[config.mk]
export PLATFORM = sky130hd
export DESIGN_NAME = sys_bridge_flat
export DESIGN_NICKNAME = d
export VERILOG_FILES = /design/src/rtl/sys_bridge_pkg.sv /design/src/rtl/sys_bridge_if.sv /design/src/rtl/sys_bridge_irq.sv /design/src/rtl/sys_bridge.sv /design/src/flat_wrapper.sv
export SDC_FILE = /design/constraint.sdc
export NUM_CORES = 1
export LEC_CHECK = 0
export ABC_AREA = 0
export CAP_MARGIN = 10
export CORE_AREA = 3 3 92 94
export DETAILED_ROUTE_END_ITERATION = 6
export DIE_AREA = 0 0 95 97
export DONT_BUFFER_PORTS = 1
export MAX_ROUTING_LAYER = met4
export PLACE_DENSITY = 0.5
export SLEW_MARGIN = 20
export SYNTH_ARGS = -nofsm -noshare
export SYNTH_HDL_FRONTEND = slang
export SYNTH_SLANG_ARGS = --single-unit
[constraint.sdc]
create_clock -name clk -period 6.1 [get_ports clk]
set_input_delay 0.915 -clock clk [delete_from_list [all_inputs] [get_ports clk]]
set_output_delay 0.915 -clock clk [all_outputs]
set_load 0.1 [all_outputs]
[src/rtl/sys_bridge_pkg.sv]
// Shared definitions for the sys_bridge slice: local register map, widths and the
// interrupt priority encoder.
package sys_bridge_pkg;

  localparam int unsigned HWINT_W    = 6;
  localparam int unsigned DEV_STRIDE = 16;

  typedef enum logic [1:0] {
    RegImask  = 2'd0,
    RegIpend  = 2'd1,
    RegIsrc   = 2'd2,
    RegErrcnt = 2'd3
  } loc_reg_e;

  // Returns index+1 of the lowest set bit, 0 when no bit is set.
  function automatic logic [2:0] prio_enc(input logic [HWINT_W-1:0] v);
    logic [2:0] r;
    r = 3'd0;
    for (int i = HWINT_W - 1; i >= 0; i--) begin
      if (v[i]) r = 3'(i + 1);
    end
    return r;
  endfunction

endpackage

[src/rtl/sys_bridge_if.sv]
// CPU data port and device-side bus of sys_bridge; slave is the bridge view, master the
// view of whatever drives the CPU and device sides.
interface sys_bridge_if #(
  parameter int unsigned NUM_DEV = 2
);
  logic [31:0]           PrAddr;
  logic [31:0]           PrWD;
  logic                  PrWe;
  logic                  PrRe;
  logic [31:0]           PrRD;
  logic [31:0]           DevAddr;
  logic [31:0]           DevWD;
  logic [NUM_DEV-1:0]    DevWe;
  logic [32*NUM_DEV-1:0] DevRD;
  logic [NUM_DEV-1:0]    DevInt;
  logic                  IntAck;
  logic [5:0]            HWInt;
  logic                  BusErr;

  modport slave (
    input  PrAddr, PrWD, PrWe, PrRe, DevRD, DevInt, IntAck,
    output PrRD, DevAddr, DevWD, DevWe, HWInt, BusErr
  );

  modport master (
    output PrAddr, PrWD, PrWe, PrRe, DevRD, DevInt, IntAck,
    input  PrRD, DevAddr, DevWD, DevWe, HWInt, BusErr
  );
endinterface

[src/rtl/sys_bridge_irq.sv]
// Interrupt aggregation: edge latch, IPEND/IMASK, ISRC encoder and IntAck clear.
// SYS_BRIDGE_LEVEL_EN makes IPEND follow the live DevInt level instead.
module sys_bridge_irq
  import sys_bridge_pkg::*;
#(
  parameter int unsigned NumDev = 2
) (
  input  logic               clk_i,
  input  logic               rst_i,
  input  logic [NumDev-1:0]  dev_int_i,
  input  logic               imask_we_i,
  input  logic               ipend_w1c_i,
  input  logic [NumDev-1:0]  wdata_i,
  input  logic               int_ack_i,
  output logic [NumDev-1:0]  imask_o,
  output logic [NumDev-1:0]  ipend_o,
  output logic [2:0]         isrc_o,
  output logic [HWINT_W-1:0] hwint_o
);

  logic [NumDev-1:0] imask_q, imask_d;

  always_comb begin
    imask_d = imask_we_i ? wdata_i : imask_q;
  end

`ifdef SYS_BRIDGE_LEVEL_EN
  logic unused_clr;
  assign unused_clr = ipend_w1c_i ^ int_ack_i;
  assign ipend_o    = dev_int_i;
`else
  logic [NumDev-1:0] ipend_q, ipend_d;
  logic [NumDev-1:0] dint_q;
  logic [NumDev-1:0] clr;

  // A new edge wins over any clear of the same bit.
  always_comb begin
    clr = ipend_w1c_i ? wdata_i : '0;
    for (int i = 0; i < NumDev; i++) begin
      if (int_ack_i && (isrc_o == 3'(i + 1))) clr[i] = 1'b1;
    end
    ipend_d = (ipend_q & ~clr) | (dev_int_i & ~dint_q);
  end

  // dint_q keeps tracking during reset so a level held across reset is not an edge.
  always_ff @(posedge clk_i) begin
    dint_q <= dev_int_i;
    if (rst_i) ipend_q <= '0;
    else       ipend_q <= ipend_d;
  end

  assign ipend_o = ipend_q;
`endif

  always_ff @(posedge clk_i) begin
    if (rst_i) imask_q <= '0;
    else       imask_q <= imask_d;
  end

  always_comb begin
    hwint_o             = '0;
    hwint_o[NumDev-1:0] = ipend_o & imask_q;
  end

  assign isrc_o  = prio_enc(hwint_o);
  assign imask_o = imask_q;

endmodule

[src/rtl/sys_bridge.sv]
// Top of the CPU-to-peripheral bridge: address decode, read mux, local register bank
// and bus-error counter. Optional level-mode interrupts via SYS_BRIDGE_LEVEL_EN.
module sys_bridge
  import sys_bridge_pkg::*;
#(
  parameter int unsigned NUM_DEV  = 2,
  parameter logic [31:0] DEV_BASE = 32'h0000_7f00,
  parameter int unsigned ERR_W    = 16
) (
  input logic        clk,
  input logic        reset,
  sys_bridge_if.slave bus_io
);

  logic [NUM_DEV-1:0] dev_hit;
  logic               loc_hit;
  logic               acc;
  logic               err_hit;
  logic               loc_we;
  loc_reg_e           loc_sel;
  logic [NUM_DEV-1:0] imask, ipend;
  logic [2:0]         isrc;
  logic [31:0]        loc_rd;
  logic               buserr_q, buserr_d;
  logic [ERR_W-1:0]   errcnt_q, errcnt_d;

  always_comb begin
    for (int i = 0; i < NUM_DEV; i++) begin
      dev_hit[i] = bus_io.PrAddr[31:4] == 28'((DEV_BASE + DEV_STRIDE * i) >> 4);
    end
    loc_hit = bus_io.PrAddr[31:4] == 28'((DEV_BASE + DEV_STRIDE * NUM_DEV) >> 4);
  end

  assign acc     = bus_io.PrWe | bus_io.PrRe;
  assign err_hit = acc & ~(loc_hit | (|dev_hit));
  assign loc_we  = bus_io.PrWe & loc_hit;
  assign loc_sel = loc_reg_e'(bus_io.PrAddr[3:2]);

  assign bus_io.DevAddr = bus_io.PrAddr;
  assign bus_io.DevWD   = bus_io.PrWD;
  assign bus_io.DevWe   = bus_io.PrWe ? dev_hit : '0;

  sys_bridge_irq #(
    .NumDev(NUM_DEV)
  ) u_irq (
    .clk_i      (clk),
    .rst_i      (reset),
    .dev_int_i  (bus_io.DevInt),
    .imask_we_i (loc_we && (loc_sel == RegImask)),
    .ipend_w1c_i(loc_we && (loc_sel == RegIpend)),
    .wdata_i    (bus_io.PrWD[NUM_DEV-1:0]),
    .int_ack_i  (bus_io.IntAck),
    .imask_o    (imask),
    .ipend_o    (ipend),
    .isrc_o     (isrc),
    .hwint_o    (bus_io.HWInt)
  );

  always_comb begin
    loc_rd = '0;
    unique case (loc_sel)
      RegImask:  loc_rd = 32'(imask);
      RegIpend:  loc_rd = 32'(ipend);
      RegIsrc:   loc_rd = 32'(isrc);
      RegErrcnt: loc_rd = 32'(errcnt_q);
      default:   loc_rd = '0;
    endcase
  end

  // Device hits are one-hot, so OR-ing the gated slices forms the mux.
  always_comb begin
    bus_io.PrRD = loc_hit ? loc_rd : 32'h0;
    for (int i = 0; i < NUM_DEV; i++) begin
      if (dev_hit[i]) bus_io.PrRD = bus_io.PrRD | bus_io.DevRD[32*i +: 32];
    end
  end

  always_comb begin
    buserr_d = err_hit;
    errcnt_d = errcnt_q;
    if (loc_we && (loc_sel == RegErrcnt)) begin
      errcnt_d = '0;
    end else if (err_hit && (errcnt_q != {ERR_W{1'b1}})) begin
      errcnt_d = errcnt_q + ERR_W'(1);
    end
  end

  always_ff @(posedge clk) begin
    if (reset) begin
      buserr_q <= 1'b0;
      errcnt_q <= '0;
    end else begin
      buserr_q <= buserr_d;
      errcnt_q <= errcnt_d;
    end
  end

  assign bus_io.BusErr = buserr_q;

endmodule

[src/flat_wrapper.sv]
// flat-port wrapper written by rule: the top's interface ports become plain ports
module sys_bridge_flat import sys_bridge_pkg::*;
#(
  parameter int unsigned NUM_DEV  = 2,
  parameter logic [31:0] DEV_BASE = 32'h0000_7f00,
  parameter int unsigned ERR_W    = 16
)
  (clk, reset, bus_io_PrAddr, bus_io_PrWD, bus_io_PrWe, bus_io_PrRe, bus_io_DevRD, bus_io_DevInt, bus_io_IntAck, bus_io_PrRD, bus_io_DevAddr, bus_io_DevWD, bus_io_DevWe, bus_io_HWInt, bus_io_BusErr);
  sys_bridge_if #(.NUM_DEV(NUM_DEV)) bus_io_i ();
  input logic clk;
  input logic reset;
  input wire logic [$bits(bus_io_i.PrAddr)-1:0] bus_io_PrAddr;
  input wire logic [$bits(bus_io_i.PrWD)-1:0] bus_io_PrWD;
  input wire logic [$bits(bus_io_i.PrWe)-1:0] bus_io_PrWe;
  input wire logic [$bits(bus_io_i.PrRe)-1:0] bus_io_PrRe;
  input wire logic [$bits(bus_io_i.DevRD)-1:0] bus_io_DevRD;
  input wire logic [$bits(bus_io_i.DevInt)-1:0] bus_io_DevInt;
  input wire logic [$bits(bus_io_i.IntAck)-1:0] bus_io_IntAck;
  output wire logic [$bits(bus_io_i.PrRD)-1:0] bus_io_PrRD;
  output wire logic [$bits(bus_io_i.DevAddr)-1:0] bus_io_DevAddr;
  output wire logic [$bits(bus_io_i.DevWD)-1:0] bus_io_DevWD;
  output wire logic [$bits(bus_io_i.DevWe)-1:0] bus_io_DevWe;
  output wire logic [$bits(bus_io_i.HWInt)-1:0] bus_io_HWInt;
  output wire logic [$bits(bus_io_i.BusErr)-1:0] bus_io_BusErr;
  assign bus_io_i.PrAddr = bus_io_PrAddr;
  assign bus_io_i.PrWD = bus_io_PrWD;
  assign bus_io_i.PrWe = bus_io_PrWe;
  assign bus_io_i.PrRe = bus_io_PrRe;
  assign bus_io_i.DevRD = bus_io_DevRD;
  assign bus_io_i.DevInt = bus_io_DevInt;
  assign bus_io_i.IntAck = bus_io_IntAck;
  assign bus_io_PrRD = bus_io_i.PrRD;
  assign bus_io_DevAddr = bus_io_i.DevAddr;
  assign bus_io_DevWD = bus_io_i.DevWD;
  assign bus_io_DevWe = bus_io_i.DevWe;
  assign bus_io_HWInt = bus_io_i.HWInt;
  assign bus_io_BusErr = bus_io_i.BusErr;
  sys_bridge #(.NUM_DEV(NUM_DEV), .DEV_BASE(DEV_BASE), .ERR_W(ERR_W)) u_core (.clk(clk), .reset(reset), .bus_io(bus_io_i));
endmodule
==> results_dict.tcl, run 1 <==
set metrics [dict create \
    firstDrtPassIters 4 \
    ant_nets 0 \
    crit_required_ns 5.18 \
    syn_area_mm2 0.00264 \
    cp-start-kind "primary input" \
    dieHeight_um 97 \
    syn_to_final_growth_pct -11.6 \
    clk_pin_slew_worst_paths_ns 0.08 \
    wl_per_cell_um 19.4 \
    setup_ws_ns 1.79 \
    cts_tree "done" \
    timing.final.max_slew_violations 0 \
    yosysTopAreaCell "buf_4" \
    rsz0062_at_grt "no" \
    setup_tns_ns 0 \
    multi_input_area_mm2 0.00162 \
    drive_gt1_share_pct 21.0 \
    swShare_pct 29.3 \
    layout.nets 404 \
    clock_latency_ns 0.27 \
    worstPathCellList "or4b_4 -> nor4_4 -> nand2_4 -> or2_1 -> buf_4 -> nor2_4" \
    syn_inst 337 \
    drc 0 \
    pwr-share-comb_pct 17.9 \
    fin_crit_ns 4.31 \
    clock_path_buffers 2 \
    design.core.area_mm2 0.00773 \
    synth_top_cells_by_count "buf_4, nor2_1, mux2i_1" \
    cts-hold-fix-buffers 0 \
    max_cap_violations 0 \
    slowest_delay_ns 0.55 \
    worstMarginPinSlew_ns 1.10 \
    worstPathArrival_ns 3.39 \
    clockPowerShare_pct 31.1 \
    root_buffer "clkbuf_8" \
    cts_inserted_buffers 3 \
    period_share_pct 70.6 \
    drt_iter0_markers 126 \
    rows 32 \
    fill_cells 821 \
    yosys_most_used_dff "dfxtp_1" \
    path_class "in -> out" \
    synth_edf_count 0 \
    worst_ir_drop_vdd_mv 0.0987 \
    internal_power_uw 222 \
    synthDistinctLibCells 55 \
    antenna_found_initial 0 \
    port_buffers 0 \
    synth_area_leaders "buf_4, dfxtp_1, mux2i_1, nor2_1, a21oi_1" \
    p_seq_share_pct 50.9 \
    power.leakage_uw 0.000753 \
    track_usage_pct 15.5 \
    stdcell_count 369 \
    post_cts_resized 0 \
    clock_skew_ns 0.00691 \
    synth_most_common_cell "buf_4" \
    overflow 0 \
    antenna_cells 0 \
    end_kind "primary output" \
    vias 2071 \
    dieArea_mm2 0.00922 \
    grt_pass1_vias 2086 \
    drt-total-wl_um 7150 \
    fmax_ghz 0.232 \
    vias_per_cell 5.61 \
    dp_slack_ns 1.75 \
    ys_seq_area_share_pct 17.4 \
    crit_slowest_cell "nor2_4" \
    slew_headroom_pct 26.7 \
    place.gp.congestion 0.799 \
    synth_seq_cells 23 \
    seqCellArea_um2 460 \
    dpl.hpwl_um 5620 \
    grt_first_pass_wirelength_um 11100 \
    cp_max_fo 19 \
    dp_cells 365 \
    cts_setup_buffers 0 \
    setup_viol 0 \
    synth_top_area_share_pct 19.3 \
    fp.dieW_um 95 \
    status "finished, final reports clean" \
    clock-sinks 23 \
    avgSynthCellArea_um2 7.85 \
    p_per_area_mw_per_mm2 135 \
    cts.htree.levels 1 \
    p_switching_uw 92.2 \
    pin_count 240 \
    hold_violations 0 \
    initial_core_util_pct 34.2 \
    async_flop_share_pct 0 \
    yosys_warnings 0 \
    hold_path.class "reg -> reg" \
    grt_max_degree 40 \
]
## critical path, delay by kind of cell
family | cells | cell delay, ns
AND/OR/NAND/NOR | 5 | 2.21
buffers and inverters | 1 | 0.25
## cells by family (layout without fill, tap and decap cells)
| logic type | Yosys count | after routing | synth area share (%) |
|---|---|---|---|
| DFF | 23 | 23 | 17.4 |
| xor gates and xnor gates | 4 | 4 | 1.32 |
| buffers and inverters | 91 | 18 | 24.9 |
| AOI/OAI and AO/OA | 59 | 59 | 14.6 |
| and+or+nand+nor | 126 | 126 | 29.0 |
| muxes | 32 | 32 | 12.1 |
| other | 1 | 4 | 0.142 |
| adders and majority gates | 1 | 1 | 0.473 |
## placed cells by master, fill, tap and decap left out, drive strengths merged, types with 4 or more instances in the layout
cell    count
nand2      13
nand3       8
dfxtp      23
nand2b      4
nand4       6
a21oi      31
nor2       55
mux2i      32
or4b        5
xnor2       4
buf         9
clkbuf      4
inv         5
o21ai       5
or4        13
conb        4
o31ai       8
## registers in the layout, indices dropped and copies added, names as in the netlist
| signal | count |
|---|---|
| u_core.bus_io.BusErr | 1 |
| u_core.errcnt_q | 16 |
| u_core.u_irq.dint_q | 2 |
| u_core.u_irq.imask_o | 2 |
| u_core.u_irq.ipend_o | 2 |
## cell type report
class,instances,share of cell area [%]
multi-input combinational,226,69.2
sequential,23,19.7
tap,102,5.46
timing repair buffer,9,2.89
clock buffer,4,1.93
inverter,5,0.803
## path summary, 6_finish.rpt
kind,start,endpoint,slack [ns],cells after the start
min reg2reg,u_core.u_irq.dint_q[0]$_DFF_P_,u_core.u_irq.ipend_o[0]$_SDFF_PP0_,0.48,2
min,u_core.u_irq.dint_q[0]$_DFF_P_,u_core.u_irq.ipend_o[0]$_SDFF_PP0_,0.48,2
max reg2reg,u_core.errcnt_q[1]$_SDFFE_PP0P_,u_core.errcnt_q[7]$_SDFFE_PP0P_,3.71,6
max,bus_io_PrAddr[15],bus_io_PrRD[23],1.79,6
## power by group through the flow
stage | Combinational, µW | Sequential [µW] | Clock, µW
2_1_floorplan | 257 | 163 | 0
3_3_place_gp | 55.7 | 164 | 0
3_5_place_dp | 56.9 | 164 | 0
4_1_cts | 57.0 | 160 | 99.5
5_1_grt | 63.8 | 161 | 107
6_report | 56.4 | 160 | 98.0
## through the flow
step                hold slack, ns  cell area (µm²)  power [µW]  utilization (%)
floorplan                    0.456             2660         419                -
global placement             0.467             2280         219             29.5
detailed placement           0.473             2290         221             29.6
CTS                          0.484             2340         317             30.2
global route                 0.538             2340         332             30.2
finish                       0.484             2340         315             30.2
## metal layers
| metal | up-vias | share of wire [%] | wire, µm | GRT usage [%] |
|---|---|---|---|---|
| li1 | 986 | - | - | - |
| met2 | 117 | 43 | 3110 | 22.5 |
| met3 | 26 | 10 | 724 | 4.51 |
| met4 | 0 | 1.8 | 131 | 4.66 |
| met1 | 942 | 45 | 3180 | 20.8 |
| met5 | - | 0 | 0 | - |
Power figures use the tool's default switching activity.
==> run 2: changes to the inputs <==
--- a/config.mk
+++ b/config.mk
@@ -12,7 +12,7 @@
 export DIE_AREA = 0 0 95 97
 export DONT_BUFFER_PORTS = 1
 export MAX_ROUTING_LAYER = met4
-export PLACE_DENSITY = 0.5
+export PLACE_DENSITY = 0.51
 export SLEW_MARGIN = 20
 export SYNTH_ARGS = -nofsm -noshare
 export SYNTH_HDL_FRONTEND = slang
==> constraint.sdc (replaced) <==
create_clock -name clk -period 3.85 [get_ports clk]
set_input_delay 0.5775 -clock clk [delete_from_list [all_inputs] [get_ports clk]]
set_output_delay 0.5775 -clock clk [all_outputs]
set_load 0.1 [all_outputs]
==> run 2 against run 1 <==
Clock power is 59% higher. Via count increased by 5.6%. Cell count grew 7.3%. Combinational power rose by 58%. First-iteration DRC count is 46% lower. Clock skew down 0.0051 ns. Sequential share of layout area shrank 3.0 points. Highest routed layer unchanged. Die area stayed put. Worst hold slack got worse by 0.16 ns.
==> results_dict.tcl, run 2 (synthesis gave the netlist of run 1 again) <==
set metrics [dict create \
    status "finished, final reports clean" \
    p_per_area_mw_per_mm2 182 \
    timing.final.max_slew_violations 0 \
    setup_viol 0 \
    worstPathCellList "or4_1 -> nor3_1 -> nand2_4 -> or2_1 -> buf_4 -> nor2_2 -> buf_12" \
    wl_per_cell_um 17.6 \
    crit_required_ns 3.27 \
    setup_ws_ns 0.701 \
    end_kind "primary output" \
    vias_per_cell 5.53 \
    hold_ws_ns 0.326 \
    fmax_ghz 0.318 \
    drive_gt1_share_pct 28.6 \
    cts.htree.levels 1 \
    cts_inserted_buffers 3 \
    cts_tree "done" \
    worst_ir_drop_vdd_mv 0.125 \
    clock_latency_ns 0.27 \
    power.leakage_uw 0.000949 \
    fin_crit_ns 3.15 \
    slew_headroom_pct 27.7 \
    clock_path_buffers 2 \
    layout_common_cells "mux2i_1, a21oi_1, nor2_1, dfxtp_1, nor2_2" \
    cts_setup_buffers 0 \
    dieArea_mm2 0.00922 \
    vias 2188 \
    grt_first_pass_wirelength_um 11100 \
    largest_reg_flops 16 \
    initial_core_util_pct 34.2 \
    rows 32 \
    period_share_pct 81.8 \
    hold_violations 0 \
    regMostFlops "u_core.errcnt_q" \
    swShare_pct 29.8 \
    antenna_cells 0 \
    slowest_delay_ns 0.60 \
    rsz0062_at_grt "no" \
    p_switching_uw 149 \
    ant_nets 0 \
    clk_pin_slew_worst_paths_ns 0.09 \
    internal_power_uw 351 \
    drt-total-wl_um 6990 \
    worstPathArrival_ns 2.57 \
    port_buffers 0 \
    grt_max_degree 40 \
    dieHeight_um 97 \
    layout.nets 431 \
    design.core.area_mm2 0.00773 \
    p_seq_share_pct 50.8 \
    layout_commonest_cell "mux2i_1" \
    post_cts_resized 0 \
    root_buffer "clkbuf_8" \
    dpl.hpwl_um 5520 \
    antenna_found_initial 0 \
    overflow 0 \
    cts-hold-fix-buffers 0 \
    fin_area_mm2 0.00275 \
    dp_slack_ns 0.686 \
    firstDrtPassIters 4 \
    hold_path.class "in -> reg" \
    worstMarginPinSlew_ns 1.08 \
    track_usage_pct 15.2 \
    cp-start-kind "primary input" \
    syn_to_final_growth_pct 4.02 \
    pin_count 240 \
    clock-sinks 23 \
    crit_slowest_cell "or4_1" \
    drc 0 \
    pwr-share-comb_pct 17.9 \
    holdPathStages 0 \
    drt_iter0_markers 68 \
    placed_area_mm2 0.00270 \
    place.gp.congestion 0.768 \
    utilization_pct 35.6 \
    reg2reg_depth 6 \
    cp_max_fo 18 \
    grt_pass1_vias 2278 \
    fp.dieW_um 95 \
    clock_skew_ns 0.00178 \
    clockPowerShare_pct 31.3 \
    max_cap_violations 0 \
    path_class "in -> out" \
]
run 2: cell count changes in the layout (fill, tap and decap cells not counted), sizes merged:
| cell | change |
|---|---|
| buf | +27 |
| clkinv | +1 |
| clkbuf | -1 |
run 2: path summary, 6_finish.rpt:
kind	slack, ns	to	start
worst max-delay path	0.70	bus_io_PrRD[31]	bus_io_PrAddr[18]
worst min-delay path	0.33	u_core.u_irq.dint_q[1]$_DFF_P_	bus_io_DevInt[1]
worst max register to register	1.44	u_core.errcnt_q[7]$_SDFFE_PP0P_	u_core.errcnt_q[0]$_SDFFE_PP0P_
worst min register to register	0.48	u_core.u_irq.ipend_o[0]$_SDFF_PP0_	u_core.u_irq.dint_q[0]$_DFF_P_
run 2: metal layers:
metal,global-route usage [%],vias to the layer above,part of all wire (%)
met4,3.22,0,0.87
met2,25.8,117,50
li1,-,1036,-
met5,-,-,0
met1,17.7,1023,40
met3,4.12,12,8.6
run 2: worst max-delay path, delay by kind of cell:
family	cells	cell delay [ns]
buffers and inverters	2	0.46
AND/OR/NAND/NOR	5	1.53
run 2: area by class of cell:
type                       count  area [µm²]
fill                         808        4980
multi-input combinational    226        1600
timing repair buffer          36         495
sequential                    23         460
tap                          102         128
clock buffer                   3        41.3
inverter                       5        18.8
clock inverter                 1        5.00
run 2: power groups by stage:
stage | sequential, µW | combinational [µW] | clock, µW
6_report | 254 | 89.3 | 156
2_1_floorplan | 258 | 407 | 0
4_1_cts | 254 | 90.3 | 159
3_5_place_dp | 260 | 89.8 | 0
3_3_place_gp | 259 | 88.7 | 0
5_1_grt | 255 | 99.6 | 167
run 2: per-stage QoR:
step	power (µW)	cells	TNS, ns
3_3_place_gp	348	392	0
3_5_place_dp	349	392	0
6_report	500	396	0
2_1_floorplan	665	340	-0.0842
5_1_grt	522	396	0
4_1_cts	503	396	0
